`src/rtl/ib_mul_pkg.sv`:
```
// Shared types and helpers for the iterative NxN multiplier.
package ib_mul_pkg;

    typedef enum logic [1:0] {
        IDLE = 2'd0,
        RUN  = 2'd1,
        DONE = 2'd2
    } state_t;

    localparam int WIDTH_DEF = 8;
    localparam int STEP_DEF  = 2;
    localparam int ITER      = WIDTH_DEF / STEP_DEF;

    function automatic int clog2(input int v);
        int r;
        r = 0;
        while ((1 << r) < v) r++;
        return r;
    endfunction

    function automatic int iter_count(input int width, input int step);
        return width / step;
    endfunction

endpackage

```
`src/rtl/ib_mul_pp_step.sv`:
```
// Partial-product term for one STEP-bit multiplier group; the caller applies the group shift.
module ib_mul_pp_step
    import ib_mul_pkg::*;
#(
    parameter int WIDTH = 8,
    parameter int STEP  = 2
) (
    input  logic [WIDTH-1:0]   a,
    input  logic [STEP-1:0]    b_slice,
    input  logic               mode,
    input  logic               last,
    output logic [2*WIDTH-1:0] term
);

    logic [2*WIDTH-1:0] a_ext;

    assign a_ext = mode ? {{WIDTH{a[WIDTH-1]}}, a} : {{WIDTH{1'b0}}, a};

    // In signed mode the top bit of the top group carries negative weight.
    always_comb begin
        term = '0;
        for (int j = 0; j < STEP; j++) begin
            if (b_slice[j]) begin
                if (mode && last && (j == STEP - 1))
                    term = term - (a_ext << j);
                else
                    term = term + (a_ext << j);
            end
        end
    end

endmodule

```
`src/rtl/ib_mul_nxn_seq.sv`:
```
// Radix-2^STEP shift-add multiplier with signed/unsigned mode and start/done handshake.
//   state | meaning
//   IDLE  | waiting for i_start, result held on o_c
//   RUN   | retiring STEP multiplier bits per cycle into acc
//   DONE  | registered result cycle, o_done high (REG_OUT=1 only)
module ib_mul_nxn_seq
    import ib_mul_pkg::*;
#(
    parameter int WIDTH   = 8,
    parameter int STEP    = 2,
    parameter int REG_OUT = 1
) (
    input  logic               i_clk,
    input  logic               i_nrst,
    input  logic               i_start,
    input  logic               i_signed,
    input  logic [WIDTH-1:0]   i_a,
    input  logic [WIDTH-1:0]   i_b,
    output logic [2*WIDTH-1:0] o_c,
    output logic               o_done,
    output logic               o_busy
);

    localparam int ITER_N = iter_count(WIDTH, STEP);
    localparam int CNT_W  = (clog2(ITER_N) < 1) ? 1 : clog2(ITER_N);
    localparam logic [CNT_W-1:0] LAST_CNT = CNT_W'(ITER_N - 1);

    state_t             state;
    logic [WIDTH-1:0]   a_q;
    logic [WIDTH-1:0]   b_q;
    logic               mode_q;
    logic [2*WIDTH-1:0] acc;
    logic [2*WIDTH-1:0] c_q;
    logic [CNT_W-1:0]   cnt;
    logic               done_q;

    logic               last_grp;
    logic               last_iter;
    logic               accept;
    logic [2*WIDTH-1:0] pp;
    logic [2*WIDTH-1:0] acc_next;

    assign last_grp  = (cnt == LAST_CNT);
    assign last_iter = (state == RUN) && last_grp;

    // A start in the done cycle counts as idle, giving back-to-back throughput.
    assign accept = i_start && ((state == IDLE) || (state == DONE) ||
                                ((REG_OUT == 0) && last_iter));

    ib_mul_pp_step #(
        .WIDTH (WIDTH),
        .STEP  (STEP)
    ) u_pp_step (
        .a       (a_q),
        .b_slice (b_q[STEP-1:0]),
        .mode    (mode_q),
        .last    (last_grp),
        .term    (pp)
    );

    assign acc_next = acc + (pp << (STEP * int'(cnt)));

    always_ff @(posedge i_clk or negedge i_nrst) begin
        if (!i_nrst) begin
            state  <= IDLE;
            a_q    <= '0;
            b_q    <= '0;
            mode_q <= 1'b0;
            acc    <= '0;
            c_q    <= '0;
            cnt    <= '0;
            done_q <= 1'b0;
        end else begin
            done_q <= 1'b0;
            case (state)
                RUN: begin
                    acc <= acc_next;
                    b_q <= b_q >> STEP;
                    cnt <= cnt + CNT_W'(1);
                    if (last_grp) begin
                        c_q <= acc_next;
                        if (REG_OUT != 0) begin
                            state  <= DONE;
                            done_q <= 1'b1;
                        end else begin
                            state <= IDLE;
                        end
                    end
                end
                DONE:    state <= IDLE;
                default: state <= IDLE;
            endcase
            if (accept) begin
                a_q    <= i_a;
                b_q    <= i_b;
                mode_q <= i_signed;
                acc    <= '0;
                cnt    <= '0;
                state  <= RUN;
            end
        end
    end

    assign o_done = (REG_OUT != 0) ? done_q : last_iter;
    assign o_c    = ((REG_OUT == 0) && last_iter) ? acc_next : c_q;
    assign o_busy = (state != IDLE);

endmodule

```
`config.mk`:
```
export PLATFORM = sky130hd
export DESIGN_NAME = ib_mul_nxn_seq
export DESIGN_NICKNAME = d
export VERILOG_FILES = /design/src/rtl/ib_mul_pkg.sv /design/src/rtl/ib_mul_pp_step.sv /design/src/rtl/ib_mul_nxn_seq.sv
export SDC_FILE = /design/constraint.sdc
export NUM_CORES = 1
export LEC_CHECK = 0
export ABC_AREA = 1
export CORE_ASPECT_RATIO = 0.7
export CORE_MARGIN = 2
export CORE_UTILIZATION = 65
export CTS_CLUSTER_DIAMETER = 100
export DETAILED_ROUTE_END_ITERATION = 10
export DONT_BUFFER_PORTS = 1
export PLACE_DENSITY_LB_ADDON = 0.1
export SYNTH_ARGS = -nofsm -noshare
export SYNTH_HDL_FRONTEND = slang
export SYNTH_SLANG_ARGS = --single-unit
```
`constraint.sdc`:
```
create_clock -name i_clk -period 12.58 [get_ports i_clk]
set_clock_uncertainty 0.2 [all_clocks]
set_input_delay 1.258 -clock i_clk [delete_from_list [all_inputs] [get_ports i_clk]]
set_output_delay 1.258 -clock i_clk [all_outputs]
set_load 0.03 [all_outputs]
```
Yosys cells after proc, flatten, opt, wreduce, memory -nomap -nowiden
Cells that the tools add are included.
{ "totals": {"regBits": 54} }
{ "op_classes": {"eq_ne": 4, "n_reduce_logical": 7, "mux": 15, "n_shift": 1, "n_addsub": 4} }
{ "op_table": {"columns": ["op", "count"], "rows": [
  ["$mux 16", 6],
  ["$add 16x16->16", 2],
  ["$mux 8", 2],
  ["$shl 16x3->16", 1],
  ["$sub 16x16->16", 1],
  ["$mux 2", 5],
  ["$eq 2x2->1 const B", 2],
  ["$reduce_bool 2->1", 2],
  ["$ne 3x2->1 const B", 1],
  ["$add 2x1->2 const B", 1],
  ["$eq 2x1->1 const B", 1],
  ["$logic_and 1x1->1", 2],
  ["$logic_not 2->1", 1],
  ["$mux 1", 2],
  ["$reduce_and 2->1", 1],
  ["$logic_or 1x1->1", 1]
]} }

Depth between registers and ports, before layout
{ "logic_depth": {"word_depth": 9, "mapped_depth": 29} }

Cells and area by module
A second synthesis with hierarchy kept.
{ "hier_totals": {"hier_cells": 693, "area_unflattened_um2": 4531.8} }
{ "modules_own_cells": {"columns": ["module", "seq_area_each_um2", "cells_per_inst", "area_each_um2", "instances"], "rows": [
  ["ib_mul_nxn_seq", 1351.3, 451, 3271.9, 1],
  ["ib_mul_pp_step", 0.0, 242, 1260.0, 1]
]} }

Worst setup path before layout
OpenSTA, ideal clock, no wires.
{ "synth_timing": {"path_type": "reg2reg", "from": "register cnt[0]", "to": "register acc[10]", "stages_incl_launch_ff": 26, "synth_period_minus_slack_ns": 3.952, "slack_ns": 8.628, "setup_time_ns": 0.122, "t_arrival_ns": 3.631, "cell_sequence": "dfrtp_1 > ha_1 > nand2_1 > nand2_1 > xor2_1 > ha_1 > nand2_1 > clkinv_1 > nand3_2 > nand2_2 > xnor2_1 > nand2_1 > o21ai_0 > nand2_1 > o21ai_0 > inv_1 > nand2_1 > o21ai_0 > ha_1 > a21oi_1 > o21ai_0 > a21o_1 > nand2_1 > nand2_1 > or2_2 > a32o_1"} }
{ "synth_via": {"elab_chain_len": 8} }
{ "synth_rtl": {"columns": ["element", "line", "text"], "rows": [
  ["start, declared", "ib_mul_nxn_seq.sv:34", "logic [CNT_W-1:0] cnt;"],
  ["start signal, assigned", "ib_mul_nxn_seq.sv:79", "cnt <= cnt + CNT_W'(1);"],
  ["$eq 2x2->1", "ib_mul_nxn_seq.sv:43", "assign last_grp = (cnt == LAST_CNT);"],
  ["$logic_and 1x1->1", null, null],
  ["$mux 16", "ib_mul_pp_step.sv:24", "if (mode && last && (j == STEP - 1))"],
  ["$mux 16", "ib_mul_pp_step.sv:23", "if (b_slice[j]) begin"],
  ["$shl 16x3->16 (*)", "ib_mul_nxn_seq.sv:61", "assign acc_next = acc + (pp << (STEP * int'(cnt)));"],
  ["$add 16x16->16 (*)", "ib_mul_nxn_seq.sv:61", null],
  ["$mux 16 (*)", "ib_mul_nxn_seq.sv:75", "case (state)"],
  ["$mux 16 (*)", "ib_mul_nxn_seq.sv:93", "if (accept) begin"],
  ["end signal, assigned", "ib_mul_nxn_seq.sv:77", "acc <= acc_next;"],
  ["end, declared", "ib_mul_nxn_seq.sv:32", "logic [2*WIDTH-1:0] acc;"]
]} }
Every way passes the cells marked *; elsewhere a longest branch is shown, timed or not. The select of a mux whose other input is x is not followed.
A chain may end at the register's enable or synchronous reset.

Worst setup path in the final report
{ "layout_timing": {"from": "register cnt[1]", "to": "register acc[10]"} }
Same word-level chain as after synthesis.

==> flow_summary.ini <==
[synthesis]
yosys.area.top_type = dfrtp_1
yosysWarningCount = 0
ys_ff_latch = 54
syn_nets = 665
synth.distinct_cells = 46
synthArstFlopShare = 1.00
synth_area_leaders = dfrtp_1 31%, nand2_1 17%, ha_1 9.2%
avgSynthCellArea_sq_um = 7.12
synth.cell_area_sq_um = 4350
synth_top_cell_area_share = 0.311
postSynthCellCount = 611
ys_seq_area_frac = 0.311
synth_ff_type = dfrtp_1
synth-edff-count = 0

[floorplanning]
die_area_sq_um = 7370
die_y_um = 72.4
start_util = 0.686
die_w_um = 102
design.core.area_sq_um = 6340
rows = 24
ios = 38

[critical_path]
startpoint_type = flip-flop
cpMostUsedCell = nand2_1
path_max_fanout = 17
timing.critical_path.buf_inv = 1
critPathRequiredTime_ps = 12590
cp.depth = 25
worstSetupPathType = reg2reg
r2r_cells = 25
critical-path-top-delay-family = simple AND/OR/NAND/NOR gates
slowest_delay_ps = 700
cp-end-kind = flip-flop
critPathSlowestCell = dfrtp_1
critPathArrivalTime_ps = 5010

[global_routing]
grt_max_degree = 55
grt_pass1_vias = 3847
track_usage = 0.309
globalRoute.totalOverflow = 0
busiest_layer = met1
antenna_found_initial = 0
grt_use_met2 = 0.463
grt_use_met1 = 0.469
grt.met3_usage = 0.0539
grt_pass1_wl_um = 18000

[clock_tree]
root_buffer = clkbuf_8
clk_latency_ps = 320
cts_buffer_depth = 2
cts_hold_buf = 0
cts_tree = yes
cts_buffers = 5
clkSinkCount = 54
htreeDepth = 2
clk_pin_slew_ps = 100
cts_setup_buffers = 0
cts-resized-gates = 0

[drt]
first_iter_violations = 261
detail_route.first_pass.iterations = 5
drt-wirelength-per-cell_um = 14.8
via_count = 3915
post_drt_via_cell_ratio = 5.65
ant_nets = 0
drt_wl_total_um = 10300
drcViolationCount = 0

[hold_path]
whs_path_depth = 2
hold_path_class = reg2reg

[finish]
final_common_cell = nand2_1
final_cell_mix = 197 x nand2_1, 63 x inv_1, 54 x dfrtp_1, 44 x o21ai_0, 35 x nand3_1
antenna_cells = 0
fin_util = 0.711
drive_above_1_share = 0.106
instances_no_fill = 693
area_growth_pct = 3.60
fin_nets = 655

[timing]
max_slew_margin = 0.470
rsz0062_at_grt = false
fmax_ghz = 0.200
tightest_slew_ps = 794
period_needed_ps = 5000
setup-violations-final = 0
period_share = 0.397
final.setup.tns_ps = 0
finalHoldViolCount = 0
slew_viol_final = 0

[placement]
numPortBuffers = 0
place_inst = 685
routabilityCongestion = 0.995
place_hpwl_um = 8020

[outcome]
outcome = completed

[job]
drv_cap = 0
[routing by layer]
layer,vias to the layer above,part of all wire
met5,-,0
met4,0,0.012
li1,1966,-
met3,15,0.065
met1,1802,0.50
met2,132,0.42
[synthesized netlist by cell type (8+ instances only)]
cell      instances
o21ai_0          44
ha_1             32
inv_1            63
nand2_1         197
nand2_2          13
xor2_1           14
nor2_1           25
nand3_1          35
clkbuf_1         12
nand3_2           8
a21oi_1          24
dfrtp_1          54
inv_2             8
[final timing paths]
path | startpoint | end | slack [ps]
setup / recovery | cnt[1] | acc[10] | 7580
hold / removal | b_q[4] | b_q[4] | 290
setup reg to reg | cnt[1] | acc[10] | 7580
hold reg to reg | b_q[4] | b_q[4] | 290
max in group asynchronous | i_nrst | a_q[0] | 11650
min in group asynchronous | i_nrst | o_c[14] | 420
[state kept, by name (all words and copies together), names as in the netlist]
register  flops
o_done        1
b_q           8
cnt           2
state         2
a_q           8
o_c          16
mode_q        1
acc          16
[cells by family after synthesis]
logic type,after synthesis,synth area share
adder cells (fa/ha/maj),34,0.101
flip-flops,54,0.311
XOR/XNOR,20,0.0403
buffers and inverters,90,0.0820
AO/OA/AOI/OAI,108,0.153
multiplexers,1,0.00230
AND/OR/NAND/NOR,304,0.310
[through the flow]
step	setup slack (ps)	hold slack [ps]	cell area [sq um]
finish	7580	295	4510
CTS	7690	298	4510
global route	7230	324	4510
floorplan	8630	252	4350
global placement	7830	267	4380
detailed placement	7720	275	4380
[cell type report]
cell class	instances	area (sq um)
inverters	72	270
well taps	91	114
clock inverters	2	38.8
repair buffers	1	7.51
fillers	546	1830
flip-flops and latches	54	1350
clock buffers	6	82.6
multi-input cells	467	2640
[worst reg2reg max path: stages (launching register included)]
cell and delay (ps):
dfrtp_1 700, ha_1 420, nand2_1 190, nor2_1 130, a21oi_1 80, fa_1 450
nand2_2 120, nand2_1 90, nand3_2 90, nand2_2 90, xnor2_1 140, nand2_1 60
o21ai_0 120, nand2_1 70, o21ai_0 80, inv_1 90, nand2_1 50, o21ai_0 90
ha_1 350, a21oi_1 260, o21ai_0 140, a21o_1 210, nand2_1 70, nand2_1 80
or2_2 300, a32o_1 220
Power is left out: the tool's default activity adds up to more than one toggle a clock period on the data nets, which glitch-free logic cannot reach.
